==> src/rtl/iomem_ctrl.sv <==
// iomem_ctrl: shares one iomem bus window among four peripheral slots.
// Decodes iomem_addr, issues a one-cycle strobe to the selected slot, waits
// for its acknowledge and returns a one-cycle iomem_ready to the CPU.
// Optional watchdog: define IOMEM_CTRL_TIMEOUT_EN to force completion of
// transactions to slots that never acknowledge and record the error.
module iomem_ctrl #(
    parameter logic [13:0] ADDR    = 14'h1800,
    parameter logic [7:0]  TIMEOUT = 8'd255,
    parameter logic [31:0] TO_DATA = 32'hDEAD_BEEF
) (
    input  logic         ck,
    input  logic         rst,
    input  logic         iomem_valid,
    input  logic [3:0]   iomem_wstrb,
    input  logic [31:0]  iomem_addr,
    input  logic [31:0]  iomem_wdata,
    output logic         iomem_ready,
    output logic [31:0]  iomem_rdata,
    output logic [3:0]   p_we,
    output logic [3:0]   p_re,
    output logic [15:0]  p_addr,
    output logic [31:0]  p_wdata,
    output logic [3:0]   p_wstrb,
    input  logic [3:0]   p_ready,
    input  logic [127:0] p_rdata,
    output logic         err,
    output logic [1:0]   err_slot,
    input  logic         err_clr
);

    localparam int unsigned DW    = 32;
    localparam int unsigned NSLOT = 4;
    localparam int unsigned SW    = 2;
    localparam int unsigned PAW   = 16;

    localparam logic [1:0] IDLE   = 2'd0;
    localparam logic [1:0] STROBE = 2'd1;
    localparam logic [1:0] WAIT   = 2'd2;
    localparam logic [1:0] DONE   = 2'd3;

    logic [1:0]       state_q, state_n;
    logic [SW-1:0]    slot_q, slot_n;
    logic             wr_q, wr_n;
    logic [PAW-1:0]   p_addr_n;
    logic [DW-1:0]    p_wdata_n;
    logic [3:0]       p_wstrb_n;
    logic [NSLOT-1:0] p_we_n, p_re_n;
    logic             ready_n;
    logic [DW-1:0]    rdata_n;

    logic             hit;
    logic [SW-1:0]    sel_slot;
    logic             ack;
    logic [DW-1:0]    slot_rdata;
    logic             expire;
    logic             to_evt;

    // Address decode and selected-slot views
    assign hit        = (iomem_addr[31:18] == ADDR);
    assign sel_slot   = iomem_addr[17:16];
    assign ack        = p_ready[slot_q];
    assign slot_rdata = p_rdata[{slot_q, 5'd0} +: DW];

`ifdef IOMEM_CTRL_TIMEOUT_EN
    localparam int unsigned CW = 8;

    logic [CW-1:0] cnt_q, cnt_n;
    logic          err_n;
    logic [SW-1:0] err_slot_n;

    assign expire = (cnt_q == (TIMEOUT - 8'd1));
`else
    logic unused_cfg;

    assign expire     = 1'b0;
    assign err        = 1'b0;
    assign err_slot   = '0;
    assign unused_cfg = ^{err_clr, TIMEOUT, to_evt};
`endif

    // Next-state and registered-output computation
    always_comb begin
        state_n   = state_q;
        slot_n    = slot_q;
        wr_n      = wr_q;
        p_addr_n  = p_addr;
        p_wdata_n = p_wdata;
        p_wstrb_n = p_wstrb;
        p_we_n    = '0;
        p_re_n    = '0;
        ready_n   = 1'b0;
        rdata_n   = iomem_rdata;
        to_evt    = 1'b0;

        case (state_q)
            IDLE: begin
                rdata_n = '0;
                if (iomem_valid && hit) begin
                    state_n   = STROBE;
                    slot_n    = sel_slot;
                    wr_n      = |iomem_wstrb;
                    p_addr_n  = iomem_addr[15:0];
                    p_wdata_n = iomem_wdata;
                    p_wstrb_n = iomem_wstrb;
                    if (|iomem_wstrb) begin
                        p_we_n = 4'b0001 << sel_slot;
                    end else begin
                        p_re_n = 4'b0001 << sel_slot;
                    end
                end
            end
            STROBE, WAIT: begin
                // Acknowledge takes priority over watchdog expiry
                if (ack) begin
                    state_n = DONE;
                    ready_n = 1'b1;
                    rdata_n = wr_q ? '0 : slot_rdata;
                end else if (expire) begin
                    state_n = DONE;
                    ready_n = 1'b1;
                    rdata_n = wr_q ? '0 : TO_DATA;
                    to_evt  = 1'b1;
                end else begin
                    state_n = WAIT;
                end
            end
            DONE: begin
                state_n = IDLE;
                rdata_n = '0;
            end
            default: begin
                state_n = IDLE;
            end
        endcase

`ifdef IOMEM_CTRL_TIMEOUT_EN
        if (state_q == IDLE) begin
            cnt_n = '0;
        end else if ((state_q == STROBE) || (state_q == WAIT)) begin
            cnt_n = cnt_q + CW'(1);
        end else begin
            cnt_n = cnt_q;
        end
        // A new timeout beats a simultaneous clear
        err_n      = (err & ~err_clr) | to_evt;
        err_slot_n = to_evt ? slot_q : err_slot;
`endif
    end

    // State and output registers
    always_ff @(posedge ck or negedge rst) begin
        if (!rst) begin
            state_q     <= IDLE;
            slot_q      <= '0;
            wr_q        <= 1'b0;
            p_addr      <= '0;
            p_wdata     <= '0;
            p_wstrb     <= '0;
            p_we        <= '0;
            p_re        <= '0;
            iomem_ready <= 1'b0;
            iomem_rdata <= '0;
        end else begin
            state_q     <= state_n;
            slot_q      <= slot_n;
            wr_q        <= wr_n;
            p_addr      <= p_addr_n;
            p_wdata     <= p_wdata_n;
            p_wstrb     <= p_wstrb_n;
            p_we        <= p_we_n;
            p_re        <= p_re_n;
            iomem_ready <= ready_n;
            iomem_rdata <= rdata_n;
        end
    end

`ifdef IOMEM_CTRL_TIMEOUT_EN
    // Watchdog counter and sticky error registers
    always_ff @(posedge ck or negedge rst) begin
        if (!rst) begin
            cnt_q    <= '0;
            err      <= 1'b0;
            err_slot <= '0;
        end else begin
            cnt_q    <= cnt_n;
            err      <= err_n;
            err_slot <= err_slot_n;
        end
    end
`endif

endmodule

==> config.mk <==
export PLATFORM = sky130hd
export DESIGN_NAME = iomem_ctrl
export DESIGN_NICKNAME = d
export VERILOG_FILES = /design/src/rtl/iomem_ctrl.sv
export SDC_FILE = /design/constraint.sdc
export NUM_CORES = 1
export LEC_CHECK = 0
export CAP_MARGIN = 10
export CORE_MARGIN = 4
export CORE_UTILIZATION = 37
export DETAILED_ROUTE_END_ITERATION = 8
export GPL_TIMING_DRIVEN = 0
export PLACE_DENSITY = 0.78
export SYNTH_ARGS = -nofsm -noshare
export SYNTH_HDL_FRONTEND = slang
export SYNTH_SLANG_ARGS = --single-unit
==> constraint.sdc <==
create_clock -name ck -period 2.3 [get_ports ck]
set_input_delay 0.345 -clock ck [delete_from_list [all_inputs] [get_ports ck]]
set_output_delay 0.345 -clock ck [all_outputs]
set_load 0.02 [all_outputs]
==> summary.md <==
| Metric | Value |
|---|---|
| Hold EP | `iomem_rdata[14]` |
| Highest routed layer | `met4` |
| Yosys cell types | `25` |
| Starting density of the core | `38.5%` |
| Final #Nets | `794` |
| Root buffer selected by CTS | `clkbuf_16` |
| Status | `finished clean` |
| Row Count | `40` |
| R2r startpoint | `slot_q[1]` |
| Total track usage | `20.2%` |
| Post-DP HPWL | `12.3 mm` |
| RSZ-0062 raised after global routing | `no` |
| Syn. warnings | `0` |
| Clock H-tree levels | `3` |
| WS Path Type | `in -> reg` |
| Clock Latency Late Sink | `0.34 ns` |
| Worst slew margin | `44.5%` |
| Core ar. | `0.0123 sq mm` |
| Vias in the first global route | `4328` |
| Worst reg2reg path depth | `4` |
| Antenna violations before repair | `0` |
| Hold path startpoint | `iomem_rdata[14]` |
| Lkg Pwr | `0.00364 uW` |
| Reg-to-reg slack, setup | `0.45 ns` |
| Filler cells | `910` |
| Met2 Wirelength | `7.93 mm` |
| Met3 WL | `1.11 mm` |
| Routed vias | `3757` |
| Required time of the worst setup path | `2.52 ns` |
| Slew Limit Fails | `0` |
| Worst Path Max Fanout | `10` |
| Die Span Y | `121 um` |
| Final Critical Period | `2.00 ns` |
| Post-cts resize count | `0` |
| Arr. time, crit path | `2.22 ns` |
| Pwr dens | `680 mW/mm^2` |
| Grt total ovfl | `0` |
| Port Buffers | `295` |
| Placer congestion estimate | `0.829` |
| Most common cell after layout, fill and taps aside | `clkdlybuf4s50_1` |
| Cells after DPL | `744` |
| Setup Viol. Count Final | `0` |
| Fmax | `501 MHz` |
| Crit-path slowest cell | `clkdlybuf4s50_1` |
| CP max stage delay | `0.43 ns` |
| M1 WL | `5.36 mm` |
| Pin count of the biggest net entering global routing | `61` |
| N_diodes | `0` |
| Mapped Area | `0.00472 sq mm` |
| Syn Area/Cell | `17.0 sq um` |
| Layout cells sized above 1 | `21.9%` |
| Die Width | `121 um` |
| Cells after Synth | `278` |
| Clk slew on worst S/H paths | `0.07 ns` |
| Top cells by area, synth | `dfrtp_1 (52%), mux2_4 (16%), mux4_2 (16%), a22o_1 (5.9%), buf_12 (2.1%)` |
| Hold/Removal Path Class | `reg -> reg` |
| Number of DRC markers in iteration 0 | `122` |
| DRC | `0` |
| Synthesized flop and latch total | `98` |
| Max VDD drop | `388 uV` |
| Core Util, Final | `67.0%` |
| FF-to-FF End | `iomem_rdata[3]` |
| Clk sinks | `98` |
| Num CTS Buffers | `9` |
| Post-Route Skew | `0.00760 ns` |
| Crit path launch type | `input port` |
| Commonest non-fill, non-tap cells in the layout | `clkdlybuf4s50_1 (294), dfrtp_1 (98), mux2_4 (50)` |
| Hold depth | `1` |
| Setup Buffers After CTS | `0` |
| Critical Path Sink Type | `register` |
| Register area share after synthesis | `52.0%` |
| DR vias/cell | `4.94` |
| CTS tree | `done` |
| Global-route wire length before repair | `22.8 mm` |
| Die Footprint | `0.0146 sq mm` |
| I/O pin count | `300` |
| Worst-case clock buffer depth | `2` |
| DRT Pass-1 Iters | `4` |
| Crit share post-route | `86.9%` |
| Max-cap violations | `0` |
| Slew at the pin closest to its max-slew limit | `0.825 ns` |
| DRT antenna net count | `0` |
| WL final | `14.9 mm` |
| Critical Path Source | `iomem_addr[19]` |
| CP cell instances | `clkdlybuf4s50_1, nor4_2, nand4_1, or2_1, buf_6, buf_12, mux2_4` |
| Post-synth top area cell | `dfrtp_1` |
| Area Overhead vs Synth | `74.1%` |
| Non-Filler Instances | `761` |
| Top cell type's share of synthesized area | `52.0%` |
| Drt wl/cell | `19.6 um` |
| Final Hold Fails | `0` |
report_power, final:
part           leakage (uW)  switching (uW)  internal [uW]
sequential          0.00134             157           2000
clock              0.000141             673            777
combinational       0.00216             929           1050
total               0.00364            1760           3830
worst max-delay path by stage:
stage / slack [ns] / end / cells after the start
after detailed placement: -0.06 / p_addr[13] / 7
after CTS: 0.30 / p_addr[13] / 7
final: 0.30 / p_addr[13] / 7
after floorplan: 0.61 / p_addr[0] / 6
after global placement: -2.65 / iomem_rdata[23] / 1
after global routing: 0.24 / p_addr[3] / 7
cells in the mapped netlist, drive strengths merged:
cell type and instances:
nor2 2, nand4 1, nor4b 1, mux4 33, mux2 54, buf 20, a22o 32, or2 1
ha 2, conb 1, nand2 3, nor4 9, inv 7, or4 1, clkbuf 4, and3b 1
mux2i 1, nor3 2, o21ai 5, dfrtp 98
metal layers:
layer  vias to the layer above  global-route usage [%]
met1                      1840                    22.4
met3                        34                    4.90
li1                       1691                       -
met4                         0                    9.42
met5                         -                       0
met2                       192                    36.2
kinds of logic after synthesis:
family,share of synthesized area [%]
mux,32.8
other cells,0.0795
fa+ha+maj,0.530
compound gates,6.47
buf+inv,5.01
simple gates,3.10
flops,52.0
cell type report:
type	instances	area (sq um)	area share, %
sequential	98	2450	29.9
inverter	7	26.3	0.320
buffer	24	210	2.56
clock inverter	6	50.0	0.609
multi-input combinational	151	2040	24.8
timing repair buffer	297	2990	36.4
clock buffer	10	239	2.91
tap	168	210	2.56
worst max-delay path, delay by kind of cell:
kind	cells	cell delay (ns)
AND/OR/NAND/NOR	3	0.81
multiplexers	1	0.30
buffers and inverters	3	0.76
stage by stage:
step           setup slack, ns  hold WS [ns]  setup TNS (ns)  instance area, sq um  power [uW]
6_report                 0.302         0.505               0                  8210        5590
5_1_grt                  0.242         0.512               0                  8210        5860
4_1_cts                  0.296         0.509               0                  8210        5650
3_5_place_dp           -0.0605         0.358           -2.34                  7910        4180
3_3_place_gp             -2.65         0.486         -260.99                  7890        4140
2_1_floorplan            0.614        0.0494               0                  4730        3050
repair_timing:
action,CTS,global route
setup endpoints to repair,0,0
endpoints found under the hold margin,35,0
hold buffers,1,0
flip-flops by register name, indices dropped and copies added, names as in the netlist:
| name | cells |
|---|---|
| iomem_rdata | 32 |
| iomem_ready | 1 |
| p_addr | 16 |
| p_re | 4 |
| p_wdata | 32 |
| p_we | 4 |
| p_wstrb | 4 |
| slot_q | 2 |
| state_q | 2 |
| wr_q | 1 |
No activity file was read; power rests on OpenSTA's default activity.
